[src/rtl/pwm_capture.sv]
// ---------------------------------------------------------------------------
// pwm_capture
// Measures the high time of an incoming PWM/servo pulse train and reports it
// in the generator's pulsewidth units (1 LSB = CLK_DIV / 2**WIDTH clocks).
// Also flags loss of signal (no rise for 2*CLK_DIV clocks) and a stuck-high
// input (high for CLK_DIV clocks).
//
// Optional feature: define PWM_CAPTURE_GLITCH_FILTER_EN to add a 4-sample
// agreement filter after the synchronizer. It rejects pulses of 3 clocks or
// fewer and raises edge latency from 3 to 7 clock edges.
//
// Ports:
//   clk_i         system clock
//   rst_ni        asynchronous active-low reset
//   en_i          capture enable; low forces IDLE within one cycle
//   pwm_sig_i     asynchronous PWM input
//   pulsewidth_o  last measured high time in LSBs, held between updates
//   valid_o       one-cycle strobe when pulsewidth_o updates
//   timeout_o     level: stuck-high or loss of signal, cleared by next valid
//   busy_o        high while a pulse is being measured
// ---------------------------------------------------------------------------
module pwm_capture #(
   parameter int CLK_DIV = 2000000,
   parameter int WIDTH   = 8
) (
   input  logic             clk_i,
   input  logic             rst_ni,
   input  logic             en_i,
   input  logic             pwm_sig_i,
   output logic [WIDTH-1:0] pulsewidth_o,
   output logic             valid_o,
   output logic             timeout_o,
   output logic             busy_o
);

   // Clocks per result LSB; CLK_DIV must be at least 2**WIDTH.
   localparam int TICK = CLK_DIV / (2 ** WIDTH);
   localparam int PW   = (TICK > 1) ? $clog2(TICK) : 1;
   localparam int HW   = $clog2(CLK_DIV + 1);
   localparam int GW   = $clog2(2 * CLK_DIV + 1);

   localparam logic [PW-1:0] TICK_LAST = PW'(TICK - 1);
   localparam logic [HW-1:0] HI_MAX    = HW'(CLK_DIV);
   localparam logic [GW-1:0] GAP_MAX   = GW'(2 * CLK_DIV);

   typedef enum logic [2:0] {IDLE, WAIT_LOW, ARMED, HIGH, STUCK} state_t;

   state_t           state_q;
   logic             s1_q, s2_q, s3_q;
   logic             lvl;
   logic             rise, fall;
   logic [PW-1:0]    prescale_q, prescale_d;
   logic [WIDTH:0]   lsb_q, lsb_d;
   logic [HW-1:0]    hi_cnt_q, hi_cnt_d;
   logic [GW-1:0]    gap_cnt_q, gap_cnt_d;
   logic [WIDTH-1:0] pw_sat;
   logic [WIDTH-1:0] pulsewidth_q;
   logic             valid_q, timeout_q;

   // Input path. Synchronizer flops reset to 1 so that a fake low is never
   // seen after reset: WAIT_LOW then only passes once a real low has made it
   // through, and a pulse already high at release is not measured.
`ifdef PWM_CAPTURE_GLITCH_FILTER_EN
   logic [2:0] sh_q;
   logic       lvl_q;

   always_ff @(posedge clk_i or negedge rst_ni) begin
      if (!rst_ni) begin
         s1_q  <= 1'b1;
         s2_q  <= 1'b1;
         sh_q  <= '1;
         lvl_q <= 1'b1;
         s3_q  <= 1'b1;
      end else begin
         s1_q <= pwm_sig_i;
         s2_q <= s1_q;
         sh_q <= {sh_q[1:0], s2_q};
         // Filtered level follows only when four consecutive samples agree.
         if (&{sh_q, s2_q})
            lvl_q <= 1'b1;
         else if (~|{sh_q, s2_q})
            lvl_q <= 1'b0;
         s3_q <= lvl_q;
      end
   end

   assign lvl = lvl_q;
`else
   always_ff @(posedge clk_i or negedge rst_ni) begin
      if (!rst_ni) begin
         s1_q <= 1'b1;
         s2_q <= 1'b1;
         s3_q <= 1'b1;
      end else begin
         s1_q <= pwm_sig_i;
         s2_q <= s1_q;
         s3_q <= s2_q;
      end
   end

   assign lvl = s2_q;
`endif

   assign rise = lvl & ~s3_q;
   assign fall = ~lvl & s3_q;

   // Next counter values. The fall cycle itself is counted, so a pulse seen
   // high for N clocks reports floor(N / TICK) from lsb_d on the fall cycle.
   always_comb begin
      prescale_d = prescale_q + PW'(1);
      lsb_d      = lsb_q;
      if (prescale_q == TICK_LAST) begin
         prescale_d = '0;
         lsb_d      = lsb_q + (WIDTH+1)'(1);
      end
      hi_cnt_d  = (hi_cnt_q == HI_MAX)   ? hi_cnt_q  : hi_cnt_q + HW'(1);
      gap_cnt_d = (gap_cnt_q == GAP_MAX) ? gap_cnt_q : gap_cnt_q + GW'(1);
      pw_sat    = lsb_d[WIDTH] ? '1 : lsb_d[WIDTH-1:0];
   end

   always_ff @(posedge clk_i or negedge rst_ni) begin
      if (!rst_ni) begin
         state_q      <= IDLE;
         prescale_q   <= '0;
         lsb_q        <= '0;
         hi_cnt_q     <= '0;
         gap_cnt_q    <= '0;
         pulsewidth_q <= '0;
         valid_q      <= 1'b0;
         timeout_q    <= 1'b0;
      end else begin
         valid_q <= 1'b0;
         if (!en_i) begin
            // Disable beats everything, including a fall in the same cycle.
            state_q    <= IDLE;
            prescale_q <= '0;
            lsb_q      <= '0;
            hi_cnt_q   <= '0;
            gap_cnt_q  <= '0;
         end else begin
            case (state_q)
               IDLE: state_q <= WAIT_LOW;
               WAIT_LOW: begin
                  if (!s3_q)
                     state_q <= ARMED;
               end
               ARMED: begin
                  if (rise) begin
                     prescale_q <= '0;
                     lsb_q      <= '0;
                     hi_cnt_q   <= '0;
                     gap_cnt_q  <= '0;
                     state_q    <= HIGH;
                  end else begin
                     gap_cnt_q <= gap_cnt_d;
                     if (gap_cnt_d == GAP_MAX)
                        timeout_q <= 1'b1;
                  end
               end
               HIGH: begin
                  prescale_q <= prescale_d;
                  lsb_q      <= lsb_d;
                  hi_cnt_q   <= hi_cnt_d;
                  gap_cnt_q  <= gap_cnt_d;
                  // A fall on the threshold cycle is still a valid pulse.
                  if (fall) begin
                     pulsewidth_q <= pw_sat;
                     valid_q      <= 1'b1;
                     timeout_q    <= 1'b0;
                     state_q      <= ARMED;
                  end else if (hi_cnt_d == HI_MAX) begin
                     timeout_q <= 1'b1;
                     state_q   <= STUCK;
                  end
               end
               STUCK: begin
                  gap_cnt_q <= gap_cnt_d;
                  if (fall)
                     state_q <= ARMED;
               end
               default: state_q <= IDLE;
            endcase
         end
      end
   end

   assign pulsewidth_o = pulsewidth_q;
   assign valid_o      = valid_q;
   assign timeout_o    = timeout_q;
   assign busy_o       = (state_q == HIGH);

endmodule

[config.mk]
export PLATFORM = sky130hd
export DESIGN_NAME = pwm_capture
export DESIGN_NICKNAME = d
export VERILOG_FILES = /design/src/rtl/pwm_capture.sv
export SDC_FILE = /design/constraint.sdc
export NUM_CORES = 1
export LEC_CHECK = 0
export ABC_AREA = 1
export BUFFER_PORTS_ARGS = -buffer_cell sky130_fd_sc_hd__clkbuf_2
export CORE_MARGIN = 2
export CORE_UTILIZATION = 35
export CTS_CLUSTER_DIAMETER = 30
export CTS_CLUSTER_SIZE = 28
export DETAILED_ROUTE_END_ITERATION = 8
export HOLD_SLACK_MARGIN = 0.12
export PLACE_DENSITY = 0.58
export SETUP_SLACK_MARGIN = 0.1
export SLEW_MARGIN = 5
export SYNTH_ARGS = -nofsm -noshare
export SYNTH_HDL_FRONTEND = slang
export SYNTH_SLANG_ARGS = --single-unit
[constraint.sdc]
create_clock -name clk_i -period 5.1 [get_ports clk_i]
set_input_delay 1.02 -clock clk_i [delete_from_list [all_inputs] [get_ports clk_i]]
set_output_delay 1.02 -clock clk_i [all_outputs]
set_load 0.02 [all_outputs]
**After elaboration in Yosys (flattened, before gate mapping)**

Cells that the tools add are included.

- Eq/ne operators: 18
- Muxes and demuxes: 32
- Reduce and logical (&&, ||, !) cells: 7
- Add/sub/neg operators: 4
- Bitwise operators: 4

Operators with widths:

| kind | count |
|---|---|
| 22-bit two-way mux | 3 |
| 21-bit two-way mux | 3 |
| 22-bit == test, second input constant | 2 |
| 22-bit one-hot mux with 2 select lines | 1 |
| 21-bit == test, second input constant | 2 |
| 21-bit one-hot mux with 2 select lines | 1 |
| 13-bit two-way mux | 3 |
| 9-bit two-way mux | 3 |
| 13-bit one-hot mux with 2 select lines | 1 |
| 22-bit by 1-bit adder with 22-bit output, second input constant | 1 |
| 21-bit by 1-bit adder with 21-bit output, second input constant | 1 |
| 3-bit two-way mux | 6 |
| 9-bit one-hot mux with 2 select lines | 1 |
| 3-bit one-hot mux with 5 select lines | 1 |
| 13-bit by 1-bit adder with 13-bit output, second input constant | 1 |
| 13-bit == test, second input constant | 1 |
| 9-bit by 1-bit adder with 9-bit output, second input constant | 1 |
| 3-bit inequality test, second input constant | 3 |
| 8-bit two-way mux | 1 |
| 1-bit two-way mux | 7 |
| 3-bit by 2-bit == test with 1-bit output, second input constant | 2 |
| 3-bit by 1-bit inequality test with 1-bit output, second input constant | 2 |
| 5-bit AND reduction | 1 |
| 2-bit inequality test, second input constant | 2 |
| other kinds (13) | 15 |

- Bits of input ports: 4
- Output and inout port bits: 11
- Word-level logic and storage cells: 76
- Flip-flop bits (word level): 81

**Depth between registers and ports, before layout**

- Depth in word-level cells: 7
- Gate-level depth with buffers: 17

**Worst setup path before layout**

Ideal clock, no wire load.

- Path type: input to register
- Start point: input port en_i
- End point: register prescale_q[11]
- Cell stages on the path: 11
- Arrival: 2.153 ns
- Setup slack: 2.854 ns
- Required time: 5.006 ns
- Cells stage by stage: inv_1 > a21oi_2 > nor2_2 > inv_2 > nor2_2 > nand3_1 > nor2_2 > nand2_1 > nor2_2 > a21oi_1 > a211oi_1

- Word-level cells in the longest chain between the ends: 2
- Elaborated cells between the ends (all ways): 4

RTL lines:

| element | RTL line | text |
|---|---|---|
| from (decl) | 28 | `input logic en_i,` |
| 3-bit by 1-bit inequality test with 1-bit output (no source line) / 3-bit inequality test (equally long branches) | n/a |  |
| 2-bit AND reduction (no source line) | n/a |  |
| to (signal assigned) | 161 | `prescale_q <= prescale_d;` |
| to (decl) | 52 | `logic [PW-1:0] prescale_q, prescale_d;` |

Several ways; a longest one is shown, not always the timed one.
A chain may end at the register's enable or synchronous reset.

**Worst setup path after layout**

Same ends and word-level chain as after synthesis.

==> results_dict.tcl <==
set metrics [dict create \
    result_of_the_run "finished clean" \
    grt.total_usage 0.1695 \
    synth_seq_area_share 0.4114 \
    synthesis.area_per_instance_um2 7.411 \
    rsz_0062_raised_after_global_routing "no" \
    synth_area_leader_cell "dfrtp_1" \
    crit_path_start "en_i" \
    critPathCaptureType "flop" \
    start_util 0.3570 \
    ios 15 \
    crit_end "prescale_q[11]$_DFFE_PN0P_" \
    finalCriticalPeriod_ps 2753 \
    required_time_of_the_critical_path_ps 5340 \
    hpwlAfterDp_um 8620 \
    cts.repair_timing.setup_buffer_count 0 \
    path_max_fanout 30 \
    worst_path_max_delay_cell "buf_4" \
    drcViolationCount 0 \
    h-tree-depth 3 \
    netlist_top_cells_area "dfrtp_1, nand2_1, nor2_1, inv_1, xor2_1" \
    timing.slew.headroom 0.2997 \
    tritoncts_num_sinks 81 \
    antennaDiodeCount 0 \
    grt_overflow_total 0 \
    final-max-slew-violation-count 0 \
    netlist_area_mm2 0.004936 \
    placementRows 43 \
    height_of_the_die_um 122.8 \
    yosys_warnings 0 \
    p_per_area_mw_per_mm2 321.3 \
    detail_route.vias_per_cell 5.055 \
    grt_pass1_vias 4226 \
    worstReg2RegEnd "pulsewidth_o[1]$_DFFE_PN0P_" \
    finalHoldViolCount 0 \
    drive_gt1_frac 0.1194 \
    syn-instance-count 666 \
    drt-wirelength-per-cell_um 13.70 \
    synth.top_cell.area_share 0.3954 \
    r2r_start "state_q[2]$_DFFE_PN0P_" \
    delay_of_the_slowest_cell_on_the_worst_path_ps 320 \
    synth_cell_types 41 \
    detailroute.via_count 4383 \
    clock_latency_ps 340 \
    crit_top_cell "nor2_2" \
    crit_chain "clkbuf_2, inv_1, a21oi_2, nor2_2, buf_4, inv_2, nor2_2, nand3_1, nor2_2, nand2_1, nor2_2, a21oi_1, a211oi_1" \
    core_region_area_mm2 0.01383 \
    final_setup_violation_count 0 \
    clock_path_buffers 2 \
    arrival_ps 3000 \
    cellLeakagePower_nw 2.270 \
    finalWeightedCongestion 0.8698 \
    finalSetupTns_ps 0 \
    finalCritPeriodShare 0.5397 \
    drt-initial-drc-count 282 \
    design.final.nets 692 \
    dieWidth_um 122.8 \
    maximum_number_of_pins_on_one_net_before_global_route_repair 82 \
    hold_path.class "flop to flop" \
    synthesized_nets 676 \
    detail_route.first_pass.iterations 5 \
    dpl_worst_slack_ps 2018 \
    cts_hold_buf 0 \
    worstSetupPathType "input port to flop" \
    cts_inserted_buffers 9 \
    highest_clock_frequency_the_design_can_meet_ghz 0.3633 \
    reg2reg_setup_slack_ps 2590 \
    ir_worst_vdd_mv 0.2192 \
    cts_tree "built" \
    layout_setup_ws_ps 2347 \
    flow.area_growth_from_synthesis_pct 11.43 \
    route.final.wire_length_um 11880 \
    clock_root_buffer "clkbuf_16" \
    cts_resized 0 \
    die-area_mm2 0.01507 \
    ys_seq_elements 81 \
    buffer_ports.inserted 14 \
    grt_first_pass_wirelength_um 20200 \
    cap_violations 0 \
    antenna_found_initial 0 \
    path_clk_slew_ps 60 \
    final_antenna_net_count 0 \
    tightestPinTransition_ps 1050 \
    finalClockSkew_ps 5.813 \
    crit_path_start_kind "input port" \
    reg2reg_depth 9 \
]
critical path, delay by kind of cell:
kind	cells	cell delay, ps
AO/OA/AOI/OAI	3	370
AND/OR/NAND/NOR	6	730
buffers and inverters	4	870
cells in the final DEF, fill, tap and decap left out, drive strengths merged, types with 2 or more instances in the layout:
master	instances
dfstp	3
o21a	2
nand3	48
dfrtp	78
o21ai	33
nand2	165
nor3b	3
inv	85
buf	2
ha	6
clkinvlp	4
clkbuf	22
nor2	109
nand4	15
xor2	32
nor3	17
a21oi	19
a32o	4
and3	2
clkinv	3
o22ai	25
registers in the layout, summed over array words and instances (netlist names):
| name | count |
|---|---|
| lvl | 1 |
| gap_cnt_q | 22 |
| s3_q | 1 |
| valid_o | 1 |
| pulsewidth_o | 8 |
| hi_cnt_q | 21 |
| timeout_o | 1 |
| lsb_q | 9 |
| s1_q | 1 |
| prescale_q | 13 |
| state_q | 3 |
area by class of cell:
cell class | count | area (um^2)
Fill cell | 1376 | 8327
Multi-Input combinational cell | 489 | 2539
Sequential cell | 81 | 2031
Inverter | 86 | 322.8
Clock buffer | 9 | 225.2
Tap cell | 180 | 225.2
Timing Repair Buffer | 15 | 80.08
Clock inverter | 7 | 77.57
through the flow:
stage / utilization / power [W] / std cells / cell area [um^2] / hold slack, ps
2_1_floorplan: - / 0.0009994 / 666 / 4936 / 345.2
6_report: 0.3978 / 0.001767 / 867 / 5500 / 358.4
3_5_place_dp: 0.3759 / 0.001119 / 851 / 5197 / 351.3
3_3_place_gp: 0.3759 / 0.001110 / 851 / 5197 / 349.8
4_1_cts: 0.3978 / 0.001787 / 867 / 5500 / 360.8
5_1_grt: 0.3978 / 0.001860 / 867 / 5500 / 367.0
worst min path at each step:
| stage | slack, ps | from | to | cells after the start |
|---|---|---|---|---|
| 2_1_floorplan | 350 | s1_q$_DFF_PN1_ | lvl$_DFF_PN1_ | 0 |
| 3_3_place_gp | 350 | s1_q$_DFF_PN1_ | lvl$_DFF_PN1_ | 0 |
| 3_5_place_dp | 350 | s1_q$_DFF_PN1_ | lvl$_DFF_PN1_ | 0 |
| 4_1_cts | 360 | s1_q$_DFF_PN1_ | lvl$_DFF_PN1_ | 0 |
| 5_1_grt | 370 | s1_q$_DFF_PN1_ | lvl$_DFF_PN1_ | 0 |
| 6_report | 360 | s1_q$_DFF_PN1_ | lvl$_DFF_PN1_ | 0 |
where the power goes:
part,leakage (nW),switching [W],internal (W),total [W]
sequential,1.10,0.0000482,0.000702,0.000750
clock,0.135,0.000278,0.000383,0.000660
combinational,1.04,0.000252,0.000104,0.000357
total,2.27,0.000578,0.00119,0.00177
cell usage after synthesis:
master    instances
a211oi_1          1
a21oi_1          17
a21oi_2           2
a31oi_1           1
a32o_1            4
and2_1            1
and3_1            2
buf_1             1
buf_2             5
clkbuf_1          4
clkinv_1          3
dfrtp_1          78
dfstp_2           3
ha_1              6
inv_1            74
inv_2             9
nand2_1         159
nand2_2           5
nand2_4           1
nand3_1          45
nand3_2           3
nand4_1          14
nand4_2           1
nor2_1           89
nor2_2           15
nor2_4            5
nor3_1           11
nor3_2            6
nor3b_1           3
nor4_1            1
nor4b_1           1
o21a_1            2
o21ai_0          29
o21ai_1           4
o22ai_1          25
o311ai_1          1
o41ai_1           1
or2_1             1
xnor2_1           1
xor2_1           31
xor2_2            1
metal layers:
metal  vias to the layer above  share of wire  GRT usage
met5                         -              0          0
met4                         0          0.023    0.06250
met3                        19          0.039    0.02742
met2                        91           0.44     0.2607
met1                      2070           0.50     0.2394
li1                       2203              -          -
cell families (layout without fill, tap and decap cells):
family / after synthesis / in the layout / synth area share
AOI/OAI and AO/OA: 87 / 87 / 0.1034
xor gates and xnor gates: 33 / 33 / 0.06008
adders and majority gates: 6 / 6 / 0.01521
buffers and inverters: 96 / 117 / 0.07427
DFF: 81 / 81 / 0.4114
and+or+nand+nor: 363 / 363 / 0.3356
No activity file was read; power rests on OpenSTA's default activity.
